### src/rtl/hazard_forward_ctrl.sv
// Hazard/forwarding controller for the 5-stage in-order pipeline with a side mul/div unit.
// Optional stall performance counters are compiled in with HAZ_PERF_CNT_EN.

module hazard_forward_lane #(
  parameter int NUM_FWD = 2,
  parameter int RA_W    = 5,
  parameter int SEL_W   = 2
) (
  input  logic [RA_W-1:0]         ex_rs,
  input  logic [NUM_FWD*RA_W-1:0] fwd_rd,
  input  logic [NUM_FWD-1:0]      fwd_we,
  input  logic [RA_W-1:0]         id_rs,
  input  logic                    id_used,
  input  logic [RA_W-1:0]         ex_rd,
  input  logic [RA_W-1:0]         pend_rd,
  output logic [SEL_W-1:0]        sel,
  output logic                    hit_ex,
  output logic                    hit_pend
);
  // Scan from the farthest stage down so the nearest match is written last and wins.
  always_comb begin
    sel = '0;
    for (int k = NUM_FWD-1; k >= 0; k--) begin
      if (fwd_we[k] && (fwd_rd[k*RA_W +: RA_W] != '0) && (fwd_rd[k*RA_W +: RA_W] == ex_rs))
        sel = SEL_W'(k+1);
    end
  end

  assign hit_ex   = id_used && (ex_rd != '0)   && (id_rs == ex_rd);
  assign hit_pend = id_used && (pend_rd != '0) && (id_rs == pend_rd);
endmodule

module hazard_forward_ctrl #(
  parameter int NUM_SRC = 2,
  parameter int NUM_FWD = 2,
  parameter int RA_W    = 5,
  parameter int MC_LAT  = 4,
  parameter int SEL_W   = $clog2(NUM_FWD+1)
) (
  input  logic                    clk,
  input  logic                    reset,
  input  logic [NUM_SRC*RA_W-1:0] ex_rs,
  input  logic [NUM_FWD*RA_W-1:0] fwd_rd,
  input  logic [NUM_FWD-1:0]      fwd_we,
  output logic [NUM_SRC*SEL_W-1:0] fwd_sel,
  input  logic [NUM_SRC*RA_W-1:0] id_rs,
  input  logic [NUM_SRC-1:0]      id_src_used,
  input  logic                    id_is_mc,
  input  logic                    ex_valid,
  input  logic [RA_W-1:0]         ex_rd,
  input  logic                    ex_reg_write,
  input  logic                    ex_mem_read,
  input  logic                    ex_is_mc,
  output logic                    stall_id,
  output logic                    bubble_ex,
  output logic                    mc_busy,
  output logic [RA_W-1:0]         mc_rd_pend
`ifdef HAZ_PERF_CNT_EN
  ,
  input  logic                    perf_clr,
  output logic [31:0]             perf_lu_stalls,
  output logic [31:0]             perf_mc_stalls
`endif
);
  localparam int CNT_W = (MC_LAT > 2) ? $clog2(MC_LAT) : 1;

  typedef enum logic {IDLE, BUSY} state_t;

  state_t           state;
  logic [CNT_W-1:0] cnt;
  logic [NUM_SRC-1:0] hit_ex, hit_pend;
  logic load_use, haz_a, haz_b, haz_c, mc_issue;

  for (genvar i = 0; i < NUM_SRC; i++) begin : g_lane
    hazard_forward_lane #(.NUM_FWD(NUM_FWD), .RA_W(RA_W), .SEL_W(SEL_W)) u_lane (
      .ex_rs    (ex_rs[i*RA_W +: RA_W]),
      .fwd_rd   (fwd_rd),
      .fwd_we   (fwd_we),
      .id_rs    (id_rs[i*RA_W +: RA_W]),
      .id_used  (id_src_used[i]),
      .ex_rd    (ex_rd),
      .pend_rd  (mc_rd_pend),
      .sel      (fwd_sel[i*SEL_W +: SEL_W]),
      .hit_ex   (hit_ex[i]),
      .hit_pend (hit_pend[i])
    );
  end

  assign mc_issue  = ex_valid && ex_is_mc;
  assign load_use  = ex_valid && ex_mem_read && ex_reg_write && (|hit_ex);
  assign haz_a     = mc_issue && ex_reg_write && (|hit_ex);
  assign haz_b     = mc_busy && (|hit_pend);
  assign haz_c     = id_is_mc && (mc_busy || mc_issue);
  assign stall_id  = load_use || haz_a || haz_b || haz_c;
  assign bubble_ex = stall_id;

  // mc_busy drops on the edge cnt reaches 0; the FSM spends that last cycle in BUSY
  // so a dependent released then never meets a half-finished unit.
  always_ff @(posedge clk) begin
    if (reset) begin
      state      <= IDLE;
      cnt        <= '0;
      mc_busy    <= 1'b0;
      mc_rd_pend <= '0;
    end else begin
      case (state)
        IDLE: if (mc_issue) begin
          state      <= BUSY;
          cnt        <= CNT_W'(MC_LAT-1);
          mc_busy    <= 1'b1;
          mc_rd_pend <= ex_reg_write ? ex_rd : '0;
        end
        BUSY: if (cnt == '0) begin
          state      <= IDLE;
          mc_rd_pend <= '0;
        end else begin
          cnt <= cnt - 1'b1;
          if (cnt == CNT_W'(1)) mc_busy <= 1'b0;
        end
        default: state <= IDLE;
      endcase
    end
  end

`ifdef HAZ_PERF_CNT_EN
  always_ff @(posedge clk) begin
    if (reset || perf_clr) begin
      perf_lu_stalls <= '0;
      perf_mc_stalls <= '0;
    end else begin
      if (load_use && (perf_lu_stalls != 32'hFFFF_FFFF))
        perf_lu_stalls <= perf_lu_stalls + 32'd1;
      if (stall_id && !load_use && (perf_mc_stalls != 32'hFFFF_FFFF))
        perf_mc_stalls <= perf_mc_stalls + 32'd1;
    end
  end
`endif
endmodule

### config.mk
export PLATFORM = sky130hd
export DESIGN_NAME = hazard_forward_ctrl
export DESIGN_NICKNAME = d
export VERILOG_FILES = /design/src/rtl/hazard_forward_ctrl.sv
export SDC_FILE = /design/constraint.sdc
export NUM_CORES = 1
export LEC_CHECK = 0
export CORE_UTILIZATION = 30
export DETAILED_ROUTE_END_ITERATION = 10
export PLACE_DENSITY = 0.68
export SETUP_SLACK_MARGIN = 0.2
export SLEW_MARGIN = 20
export SYNTH_ARGS = -nofsm -noshare
export SYNTH_HDL_FRONTEND = slang
export SYNTH_SLANG_ARGS = --single-unit
### constraint.sdc
create_clock -name clk -period 2.8 [get_ports clk]
set_input_delay 0.84 -clock clk [delete_from_list [all_inputs] [get_ports clk]]
set_output_delay 0.84 -clock clk [all_outputs]
set_load 0.01 [all_outputs]
# Yosys cells after proc, flatten, opt, wreduce, memory -nomap -nowiden
# Cells that the tools add are included.
dict set report classes {
  add_sub_neg 1
  eq_ne 13
  mux 18
  n_bitwise 1
  n_reduce_logical 36
}
# cell count
set op_table {}
lappend op_table {{$eq A5 B5 Y1} 8}
lappend op_table {{$logic_and A1 B1 Y1} 22}
lappend op_table {{$reduce_bool A5 Y1} 4}
lappend op_table {{$mux W5} 3}
lappend op_table {{$mux W2} 6}
lappend op_table {{$pmux W5 S2} 1}
lappend op_table {{$mux W1} 5}
lappend op_table {{$logic_or A1 B1 Y1} 4}
lappend op_table {{$ne A2 B1 Y1 const B} 2}
lappend op_table {{$ne A2 B2 Y1 const B} 2}
lappend op_table {{$pmux W1 S2} 2}
lappend op_table {{$pmux W2 S2} 1}
lappend op_table {{$reduce_and A2 Y1} 2}
lappend op_table {{$reduce_or A2 Y1} 2}
lappend op_table {{$reduce_and A3 Y1} 1}
lappend op_table {{$eq A2 B1 Y1 const B} 1}
lappend op_table {{$logic_not A2 Y1} 1}
lappend op_table {{$sub A2 B1 Y2 const B} 1}
lappend op_table {{$not A1 Y1} 1}
dict set report totals {
  regBits 9
  in_bits 46
  elab_cells 73
}

# Logic depth before layout (Yosys ltp)
# Gate-level depths: netlist (run 1).
dict set report depth {
  ltp_word 8
  ltp_mapped 6
  ltp_nobuf 6
}

# Hierarchy
# Synthesis (run 1) repeated with hierarchy kept, for this count alone.
dict set report hier_totals {
  hier_cells 129
  area_unflattened_um2 1006.0
}
# mod instances cells_per_inst area_per_inst_um2
set modules_own_cells {}
lappend modules_own_cells {hazard_forward_lane 2 40 280.3}
lappend modules_own_cells {hazard_forward_ctrl 1 49 445.4}

# Least setup slack after synthesis (run 1)
# OpenSTA, ideal clock, no wires.
dict set report synth_timing {
  path_type {input to output}
  from {in fwd_rd[1]}
  to {out fwd_sel[1]}
  t_arrival_ns 1.967
  slack_ns -0.007
  stages 4
  path_buffers 0
  path_cell_list {or4_4 -> o21ai_2 -> nor4_1 -> nor4_2}
}
dict set report synth_via {
  elab_chain_len 4
  elab_cells_between_ends 5
}
# element line_no
set synth_rtl {}
lappend synth_rtl {{start: declaration} 43} ;# input logic [NUM_FWD*RA_W-1:0] fwd_rd,
lappend synth_rtl {{$reduce_bool A5 Y1} 24} ;# if (fwd_we[k] && (fwd_rd[k*RA_W +: RA_W] != '0) && (fwd_rd[k*RA_W +: RA_W] == ex_rs))
lappend synth_rtl {{$logic_and A1 B1 Y1} 24}
lappend synth_rtl {{$logic_and A1 B1 Y1 *} 24}
lappend synth_rtl {{$mux W2 *} 24}
lappend synth_rtl {{end: declaration} 45} ;# output logic [NUM_SRC*SEL_W-1:0] fwd_sel,
# Mark *: on every way between the ends. The rest lies on a longest branch, timed or not.

# Worst setup path in the final report (run 1)
dict set report layout_timing {
  from {in fwd_rd[5]}
  to {out fwd_sel[3]}
}
dict set report layout_via {
  elab_chain_len 5
  elab_cells_between_ends 6
}
# element line_no
set layout_rtl {}
lappend layout_rtl {{$reduce_bool A5 Y1} 24}
lappend layout_rtl {{$logic_and A1 B1 Y1} 24}
lappend layout_rtl {{$logic_and A1 B1 Y1 *} 24}
lappend layout_rtl {{$mux W2 * (2 in a row)} 24}
# Marks and branches as above.

==> results.yml, run 1 <==
synth:
  synth_edf_count: 0
  synth.avg_cell_area_sq_um: 8.33
  synth_top_family_by_area: "XOR/XNOR gates"
  synthArstFlopShare_pct: 0
  synth_top_area_share_pct: 28.4
  synth_compound_gate_area_share_pct: 13.0
  yosys.area.top_type: "xor2_1"
  syn-cell-area_sq_um: 925
  synth-simple-area-share_pct: 24.1
  seq_area_frac_synth_pct: 19.5
  synth_cell_types: 31
  synth_top_flop_cell: "dfxtp_1"
  ys_warn_count: 0
  synthMuxAreaShare_pct: 0
  synth_xor_area_share_pct: 37.9
  synth_seq_cells: 9
  syn_inst: 111
  synthAdderAreaFrac_pct: 2.71
  synth_area_leaders: "xor2_1 28%, dfxtp_1 19%, xnor2_1 9.5%"
  synth_most_common_cell: "xor2_1"
  ys_top_cells_by_count: "30 x xor2_1, 10 x xnor2_1, 9 x dfxtp_1"
  syn_nets: 159
worst_setup_path:
  r2r-end: "mc_rd_pend[3]$_SDFFE_PP0P_"
  crit_path_frequent_cell: "or4_4"
  r2r-start: "cnt[0]$_SDFFE_PP0P_"
  start_kind: "primary input"
  cp-end-kind: "primary output"
  crit_family: "simple AND/OR/NAND/NOR gates"
  path_buf_inv: 2
  required_ns: 1.96
  slowest_delay_ns: 0.54
  rrSetupSlack_ns: 1.46
  startpoint: "fwd_rd[5]"
  crit_arrival_ns: 2.09
  r2r_cells: 5
  worstSetupPathType: "primary input to primary output"
  endpoint: "fwd_sel[3]"
  path_depth: 6
  critPathSlowestCell: "or4_4"
  crit_chain: "buf_4, or4_4, o21ai_2, or4_4, nor4_4, buf_2"
  crit_fanout: 3
power_and_ir_drop:
  p_per_area_nw_per_um2: 260
  power_frac_comb_pct: 47.6
  intPower_uw: 310
  irDropWorstVdd_uv: 297
  clkPwrFrac_pct: 21.6
  power.net_switching_uw: 153
  sw_frac_of_total_pct: 33.0
  power.static_leakage_uw: 0.000763
  pwr-share-seq_pct: 30.8
detailed_routing:
  drcViolationCount: 1
  totalWireLength_um: 3340
  dr_total_vias: 1095
  ant_nets: 0
  routed_via_density: 4.93
  wl_per_cell_um: 15.1
  first_pass_iters: 7
  drt_iter0_markers: 34
timing:
  fin_crit_ns: 2.93
  max_slew_margin_pct: 71.3
  grt_setup_unrepaired: "yes"
  fin_skew_ns: 0.00797
  period_share_pct: 105
  setup_ws_ns: -0.129
  finalSetupViolations: 2
  tightest_slew_ns: 0.429
  hold_viol: 0
  fmax_mhz: 341
  slew_viol_final: 0
grt:
  use_met2_pct: 35.0
  overflow: 0
  grt_pass1_vias: 1081
  use_met3_pct: 3.40
  grtUsageTotal_pct: 20.9
  antenna_found_initial: 0
  grtUsageMet1_pct: 27.4
  grt_max_degree: 10
  grt-busiest-layer: "met2"
  grt_pass1_wl_um: 5260
clock_network:
  clk_latency_ns: 0.26
  clockRootBuffer: "clkbuf_4"
  clock_sinks: 9
  cts_tree: "yes"
  holdBufCountCts: 0
  clockBufferDepth: 2
  h-tree-depth: 1
  cts.clk_slew.worst_paths_ns: 0.05
  cts_buffers: 3
hold_path:
  min_path_type: "flop to flop"
final_layout:
  syn2layout_area_growth_pct: 92.6
  num-fill-cells: 253
  nNetsFinal: 240
  drive_above_1_share_pct: 42.4
  antenna_cells: 0
  fin_area_sq_um: 1780
floorplan:
  fp.dieH_um: 57.5
  die_x_um: 57.5
  core_sq_um: 2830
  pin_count: 58
  start_util_pct: 32.7
  rows: 19
  dieArea_sq_um: 3310
outcome:
  violations: "DRC, setup timing"
  status: "finished, violations left"
placed_design:
  place_area_sq_um: 1690
  dp_hpwl_um: 2670
  gp_congestion: 0.883
  port_buffers: 57
  pre_cts_slack_ns: -0.926
job:
  drv_cap: 0
[cell families after synthesis]
logic type / Yosys count
fa+ha+maj: 2
simple gates: 36
xor+xnor: 40
buf+inv: 6
compound gates: 18
flops: 9
[what timing repair did]
action,CTS,global route
gates resized for setup,152,28
pin swaps,19,11
setup endpoints to repair,6,6
buffers inserted,2,2
[area by class of cell]
type | count | area, sq um | share of cell area [%]
Multi-Input combinational cell | 96 | 878 | 49.3
Tap cell | 31 | 38.8 | 2.18
Timing Repair Buffer | 79 | 646 | 36.3
Inverter | 3 | 11.3 | 0.632
Clock buffer | 4 | 26.3 | 1.48
Sequential cell | 9 | 180 | 10.1
[per-layer routing]
layer,wire (um),vias up,part of all wire (%)
li1,-,555,-
met1,1440,517,43
met2,1770,19,53
met3,91,4,2.7
met4,38,0,1.1
met5,0,-,0
[power by group through the flow]
| stage | Sequential [uW] | Combinational [uW] | Clock [uW] |
|---|---|---|---|
| 3_3_place_gp | 145 | 203 | 0 |
| 4_1_cts | 142 | 209 | 104 |
| 2_1_floorplan | 144 | 80.2 | 0 |
| 5_1_grt | 143 | 237 | 108 |
| 3_5_place_dp | 145 | 208 | 0 |
| 6_report | 143 | 221 | 100 |
[through the flow]
stage	setup TNS [ns]	power, uW	hold WS (ns)	util, %	std cells
final	-0.246	463	0.501	62.9	222
after global routing	-0.429	489	0.542	62.9	222
after CTS	-0.419	456	0.497	60.9	220
after detailed placement	-5.29	353	0.490	59.6	214
after global placement	-5.07	348	0.472	59.6	214
after floorplan	0	225	0.463	-	111
[state kept, by name, summed over array words and instances (netlist names)]
signal      flops
cnt             2
mc_busy         1
state           1
mc_rd_pend      5
[how the worst min path moves through the flow]
stage	from	end	slack (ns)	cells after the start
after floorplan	cnt[0]$_SDFFE_PP0P_	cnt[0]$_SDFFE_PP0P_	0.46	2
after global placement	cnt[0]$_SDFFE_PP0P_	cnt[0]$_SDFFE_PP0P_	0.47	2
after detailed placement	cnt[0]$_SDFFE_PP0P_	cnt[0]$_SDFFE_PP0P_	0.49	2
after CTS	cnt[0]$_SDFFE_PP0P_	cnt[0]$_SDFFE_PP0P_	0.50	2
after global routing	cnt[0]$_SDFFE_PP0P_	cnt[0]$_SDFFE_PP0P_	0.54	2
final	cnt[0]$_SDFFE_PP0P_	cnt[0]$_SDFFE_PP0P_	0.50	2
[cell usage in the layout (no fill, tap or decap), drive strengths merged, types with 2 or more instances in the layout]
| cell type | instances |
|---|---|
| buf | 51 |
| xor2 | 30 |
| clkdlybuf4s50 | 14 |
| xnor2 | 10 |
| dfxtp | 9 |
| nor4 | 8 |
| nor2 | 7 |
| clkbuf | 7 |
| nand2 | 5 |
| a21oi | 5 |
| dlygate4sd2 | 5 |
| or4 | 5 |
| o21ai | 5 |
| clkdlybuf4s15 | 5 |
| inv | 3 |
| a22oi | 3 |
| nand3 | 2 |
| a32oi | 2 |
| nand4b | 2 |
| ha | 2 |
| and2 | 2 |
[tightest hold or removal path: cells and delay by family, from the launching register on]
| kind | cells | cell delay (ns) |
|---|---|---|
| DFF | 1 | 0.33 |
| and+or+nand+nor | 1 | 0.07 |
| AOI/OAI and AO/OA | 1 | 0.05 |
No activity file was read; power rests on OpenSTA's default activity.
==> run 2: changes to the inputs <==
--- a/config.mk
+++ b/config.mk
@@ -8,6 +8,7 @@
 export CORE_UTILIZATION = 30
 export DETAILED_ROUTE_END_ITERATION = 10
 export PLACE_DENSITY = 0.68
+export RECOVER_POWER = 25
 export SETUP_SLACK_MARGIN = 0.2
 export SLEW_MARGIN = 20
 export SYNTH_ARGS = -nofsm -noshare
==> run 2 against run 1 <==
The flow still finishes with violations (DRC, setup timing). Global-route usage did not move. Non-clock buffer count did not move. Cell count did not move. Setup slack did not move. Final area did not move. Combinational power barely moved. Register-to-register slack barely moved. Worst hold slack did not move. Critical path depth did not move. Critical endpoint unchanged.
==> results.yml, run 2 (synthesis results as in run 1) <==
timing:
  fin_setup_tns_ns: -0.304
  fin_skew_ns: 0.00797
  setup_ws_ns: -0.129
  tightest_slew_ns: 0.429
  slew_viol_final: 0
  fin_crit_ns: 2.93
  max_slew_margin_pct: 71.3
  whs_ns: 0.501
  grt_setup_unrepaired: "yes"
  period_share_pct: 105
  finalSetupViolations: 4
  fmax_mhz: 341
  hold_viol: 0
outcome:
  violations: "DRC, setup timing"
  status: "finished, violations left"
worst_setup_path:
  required_ns: 1.96
  critPathSlowestCell: "or4_4"
  path_buf_inv: 2
  cp-end-kind: "primary output"
  crit_fanout: 3
  slowest_delay_ns: 0.54
  start_kind: "primary input"
  crit_chain: "buf_4, or4_4, o21ai_2, or4_4, nor4_4, buf_2"
  crit_arrival_ns: 2.09
  crit_path_frequent_cell: "or4_4"
  worstSetupPathType: "primary input to primary output"
  crit_family: "simple AND/OR/NAND/NOR gates"
final_layout:
  largest_register_ffs: 5
  nNetsFinal: 240
  mostFrequentLayoutCells: "26 x xor2_1, 23 x buf_4, 17 x buf_2"
  fin_util_pct: 62.9
  reg.largest.list: "mc_rd_pend x5, cnt x2"
  antenna_cells: 0
  drive_above_1_share_pct: 42.4
  final_common_cell: "xor2_1"
  syn2layout_area_growth_pct: 92.6
  largest-register: "mc_rd_pend"
  fin_area_sq_um: 1780
floorplan:
  core_sq_um: 2830
  fp.dieH_um: 57.5
  start_util_pct: 32.7
  dieArea_sq_um: 3310
  die_x_um: 57.5
  pin_count: 58
  rows: 19
clock_network:
  h-tree-depth: 1
  clockBufferDepth: 2
  clockRootBuffer: "clkbuf_4"
  cts_tree: "yes"
  clock_sinks: 9
  cts_buffers: 3
  clk_latency_ns: 0.26
  cts.clk_slew.worst_paths_ns: 0.05
detailed_routing:
  wl_per_cell_um: 15.1
  drcViolationCount: 1
  ant_nets: 0
  dr_total_vias: 1095
  routed_via_density: 4.93
  first_pass_iters: 7
  totalWireLength_um: 3340
  drt_iter0_markers: 34
power_and_ir_drop:
  irDropWorstVdd_uv: 297
  p_per_area_nw_per_um2: 260
  power.static_leakage_uw: 0.000763
  total_power_uw: 463
grt:
  grt_pass1_wl_um: 5260
  overflow: 0
  grt_pass1_vias: 1081
  grtUsageTotal_pct: 20.9
  grt_max_degree: 10
  antenna_found_initial: 0
placed_design:
  place_area_sq_um: 1690
  port_buffers: 57
  dp_hpwl_um: 2670
  gp_congestion: 0.883
job:
  drv_cap: 0
hold_path:
  min_path_type: "flop to flop"
[run 2: cell count changes in the layout (fill, tap and decap cells not counted)]
cell	previous run	this run
dlygate4sd3_1	0	1
clkdlybuf4s50_1	14	13
[run 2: repair_timing]
item,CTS,global route
pin swaps,19,11
setup buffers,2,2
endpoints found under the hold margin,0,0
endpoints found under the setup margin,6,6
cloned,0,0
resized for setup,152,28
hold buffers,0,0
[run 2: tightest hold or removal path, delay by kind of cell, from the launching register on]
family / cells / cell delay (ns)
DFF: 1 / 0.33
AOI/OAI and AO/OA: 1 / 0.05
and+or+nand+nor: 1 / 0.07
[run 2: final timing paths]
check | cells after the start | endpoint | from | slack, ns
setup / recovery | 6 | fwd_sel[3] | fwd_rd[5] | -0.13
hold / removal | 2 | cnt[0]$_SDFFE_PP0P_ | cnt[0]$_SDFFE_PP0P_ | 0.50
hold reg to reg | 2 | cnt[0]$_SDFFE_PP0P_ | cnt[0]$_SDFFE_PP0P_ | 0.50
setup reg to reg | 5 | mc_rd_pend[3]$_SDFFE_PP0P_ | cnt[0]$_SDFFE_PP0P_ | 1.46
[run 2: metal layers]
layer	track usage, %	up-vias	share of wire [%]
li1	-	555	-
met4	6.27	0	1.1
met2	35.0	19	53
met3	3.40	4	2.7
met5	0	-	0
met1	27.4	517	43
[run 2: cell type report]
| cell class | count | area (sq um) |
|---|---|---|
| fillers | 253 | 1050 |
| multi-input cells | 96 | 878 |
| repair buffers | 79 | 646 |
| flip-flops and latches | 9 | 180 |
| well taps | 31 | 38.8 |
| clock buffers | 4 | 26.3 |
| inverters | 3 | 11.3 |
[run 2: metrics by stage]
step | std cells | setup WS, ns
finish | 222 | -0.129
global route | 222 | -0.169
CTS | 220 | -0.220
detailed placement | 214 | -0.926
global placement | 214 | -0.904
floorplan | 111 | 0.120
[run 2: power by group]
group	switching, uW	internal (uW)	total [uW]
Sequential	7.68	135	143
Clock	45.1	54.9	100
Combinational	100	120	220
==> variant 1: new RTL, flow settings as in run 2 <==
Add a define of `HAZ_PERF_CNT_EN`.
--- a/src/rtl/hazard_forward_ctrl.sv
+++ b/src/rtl/hazard_forward_ctrl.sv
@@ -2,2 +2,4 @@
 // Optional stall performance counters are compiled in with HAZ_PERF_CNT_EN.
+
+`define HAZ_PERF_CNT_EN
 
Ports: changed (added perf_clr, perf_lu_stalls and perf_mc_stalls); port bits go from 58 to 123. The function was not compared with the original's and may differ.
==> variant 1 against run 2 <==
Sequential cell count is 64 higher. Clock power grew to 13 times the old value. Routed wire length grew to 4.6 times the old value. Synthesized area grew to 4.6 times the old value. Final area grew to 4.2 times the old value. Worst setup slack worse by 0.062 ns. Power grew to 6.0 times the old value. Combinational power is 76% higher. First-iteration DRC count grew to 10 times the old value. Fmax is 2.1% lower. Core utilization is 9.2 points lower. Cell count grew to 4.1 times the old value. Clock skew is 0.00098 ns higher. The flow finishes with violations (negative setup slack).
==> variant 1: results (changes against run 2) <==
[placement]
port_buffers=122  ; +110%
place_ws_ns=-1.04  ; -0.117 ns

[status]
status=finished, violations left
violations=negative setup slack

[route]
drt_iter0_markers=344  ; +910%
avgViaCountPerCell=5.54  ; +12%
wl_met2_um=7970  ; +350%
vias=5017  ; +360%

[logic_synthesis]
syn-num-nets=568  ; +260%
synth.avg_cell_area_um2=8.18  ; -1.8%
ys_top_cells_by_area=dfxtp_1 (35%), a21oi_1 (6.5%), xnor2_1 (6.0%)
synth_xor_area_frac=0.112  ; -0.267
synthMuxAreaShare=0.00503  ; +0.00503
yosys-top-cells-count=dfxtp_1 (73), a21oi_1 (55), nand2_1 (36)
ys_seq_area_frac=0.346  ; +0.151
synth_fa_ha_area_frac=0.0118  ; -0.0152

[cells_and_area]
largest_registers=perf_lu_stalls x32, perf_mc_stalls x32, mc_rd_pend x5
fin_nets=773  ; +220%
fill_cells=1157  ; +360%

[setup_path]
worstPathArrival_ns=2.15  ; +0.06 ns
crit_fanout=2  ; -1

[power_and_ir_drop]
ir_drop_mv=0.281  ; -5.6%

[global_route]
grt_pass1_wl_um=22900  ; +340%
grtUsageMet2=0.340  ; -0.0107
grt_pass1_vias=4734  ; +340%
grt_max_degree=64  ; +54
grtUsageMet3=0.0453  ; +0.0113
grt_use_total=0.198  ; -0.0107

[clock_network]
post_cts_resize_count=231  ; +52%
htreeDepth=3  ; +2
cts_inserted_buffers=9  ; +6
clk_latency_ns=0.34  ; +0.08 ns

[timing]
final.setup.tns_ns=-0.662  ; -0.358 ns
setup_slack_ns=-0.190  ; -0.0616 ns
setup_viol=7  ; +3
worst_pin_slew_ns=0.818  ; +0.389 ns
clock_skew_ns=0.00895  ; +0.000980 ns

[variant 1: cell types whose count changed after synthesis, sizes merged, moves of 28 or more]
| cell | delta |
|---|---|
| a21oi | +50 |
| nand3 | +28 |
| o21ai | +28 |
| or3 | +31 |
| nand2 | +31 |
| dfxtp | +64 |
[variant 1: worst paths after layout]
kind | from | to | slack, ns | cells after the start
worst max register to register | perf_mc_stalls[10]$_SDFFE_PP0P_ | perf_mc_stalls[31]$_SDFFE_PP0P_ | 0.21 | 6
worst min-delay path | perf_mc_stalls[6]$_SDFFE_PP0P_ | perf_mc_stalls[6]$_SDFFE_PP0P_ | 0.50 | 2
worst max-delay path | fwd_rd[8] | fwd_sel[1] | -0.19 | 6
worst min register to register | perf_mc_stalls[6]$_SDFFE_PP0P_ | perf_mc_stalls[6]$_SDFFE_PP0P_ | 0.50 | 2
[variant 1: area by class of cell]
cell class                      count  area (um^2)  area share
Clock buffer                        9          225      0.0303
Clock inverter                      6          108      0.0145
Inverter                            7         26.3     0.00354
Multi-Input combinational cell    418         3320       0.447
Sequential cell                    73         1460       0.197
Tap cell                          180          225      0.0303
Timing Repair Buffer              213         2060       0.277
[variant 1: power by group]
part	internal (mW)	total, mW	switching [mW]
registers	1.05	1.06	0.00933
logic	0.197	0.388	0.190
clock network	0.862	1.32	0.457
[variant 1: metrics by stage]
stage          hold WS, ns  cell area, um^2
2_1_floorplan        0.480             4270
3_3_place_gp         0.473             6040
3_5_place_dp         0.485             6040
4_1_cts              0.495             7000
5_1_grt              0.521             7430
6_report             0.501             7430
[variant 1: worst max-delay path, cell delays in order]
cell      delay (ns)
clkbuf_2        0.10
buf_6           0.12
xor2_1          0.15
or4_4           0.51
nor4_4          0.27
buf_2           0.17
==> variant 2: new RTL, settings of run 2 <==
Without the edit above. `RA_W` is set to 5 in 2 places; all go to 10.
--- a/src/rtl/hazard_forward_ctrl.sv
+++ b/src/rtl/hazard_forward_ctrl.sv
@@ -5,3 +5,3 @@
   parameter int NUM_FWD = 2,
-  parameter int RA_W    = 5,
+  parameter int RA_W    = 10,
   parameter int SEL_W   = 2
@@ -35,3 +35,3 @@
   parameter int NUM_FWD = 2,
-  parameter int RA_W    = 5,
+  parameter int RA_W    = 10,
   parameter int MC_LAT  = 4,
Interface: changed (5 resized); port bits go from 58 to 98. The function was not compared with the original's and may differ.
==> variant 2 against run 2 <==
The run ends with negative setup slack left. Routed wire length grew 86%. Clock power grew 100%. Sequential cell count grew 5. Worst setup slack lost 0.053 ns. Final area grew 67%. Worst hold slack gained 0.014 ns. Synthesized area grew 68%. Power grew 72%. Critical endpoint is now fwd_sel[1].
==> variant 2: results (changes against run 2) <==
[clock_network]
post_cts_resize_count=201  ; +32%
postCtsSetupBuffers=1  ; -1

[global_route]
grt_pass1_wl_um=9290  ; +77%
grt_pass1_vias=1939  ; +79%
grt_use_total=0.225  ; +0.0158
grtUsageMet3=0.0439  ; +0.00988
grtUsageMet2=0.399  ; +0.0485
antenna_found_initial=1  ; +1
grt_use_met1=0.273  ; -0.000477

[route]
drt_iter0_markers=49  ; +44%
m1WireLength_um=2550  ; +77%
wl_met2_um=2990  ; +69%
wl_per_cell_um=15.5  ; +2.7%

[timing]
setup_slack_ns=-0.182  ; -0.0531 ns
clock_skew_ns=0.00473  ; -0.00324 ns
final.setup.tns_ns=-0.823  ; -0.519 ns
setup_viol=6  ; +2
worst_pin_slew_ns=0.527  ; +0.0983 ns

[cells_and_area]
final_cells=402  ; +81%
layout-drive-gt1-share=0.326  ; -0.0977

[power_and_ir_drop]
leakage_nw=1.22  ; +60%
ir_drop_mv=0.259  ; -13%
pwr-share-clk=0.256  ; +0.040
p_seq_uw=221  ; +55%

[logic_synthesis]
ys_seq_area_frac=0.181  ; -0.0142
yosysUniqueCellTypes=26  ; -16%
yosys-top-cells-count=xnor2_1 (56), xor2_1 (24), nor2_1 (16)
syn-num-nets=276  ; +74%
ys_top_cells_by_area=xnor2_1 (32%), dfxtp_1 (18%), xor2_1 (14%)

[setup_path]
ff2ff_path_depth=6  ; +1
worstPathArrival_ns=2.14  ; +0.05 ns

[placement]
place_area_um2=2930  ; +74%
port_buffers=97  ; +70%
gp_congestion=0.898  ; +1.7%
place_ws_ns=-1.07  ; -0.148 ns

[status]
status=finished, violations left
violations=negative setup slack

variant 2: cells by family after synthesis:
group                    Yosys count  share of synthesized area
adder cells (fa/ha/maj)            2                     0.0161
AO/OA/AOI/OAI                     21                     0.0984
buffers and inverters              6                     0.0169
flip-flops                        14                      0.181
XOR/XNOR                          80                      0.452
AND/OR/NAND/NOR                   69                      0.229
multiplexers                       1                    0.00726
variant 2: final timing paths:
check / from / end / slack (ns)
max: fwd_rd[2] / fwd_sel[1] / -0.18
min: cnt[1]$_SDFFE_PP0P_ / cnt[1]$_SDFFE_PP0P_ / 0.51
max reg2reg: cnt[0]$_SDFFE_PP0P_ / mc_rd_pend[5]$_SDFFE_PP0P_ / 1.31
min reg2reg: cnt[1]$_SDFFE_PP0P_ / cnt[1]$_SDFFE_PP0P_ / 0.51
variant 2: cell type report:
cell class,count,area [um^2]
fill,461,1880
multi-input combinational,173,1380
timing repair buffer,139,1150
sequential,14,280
tap,67,83.8
clock buffer,4,55.1
inverter,4,15.0
antenna,1,2.50
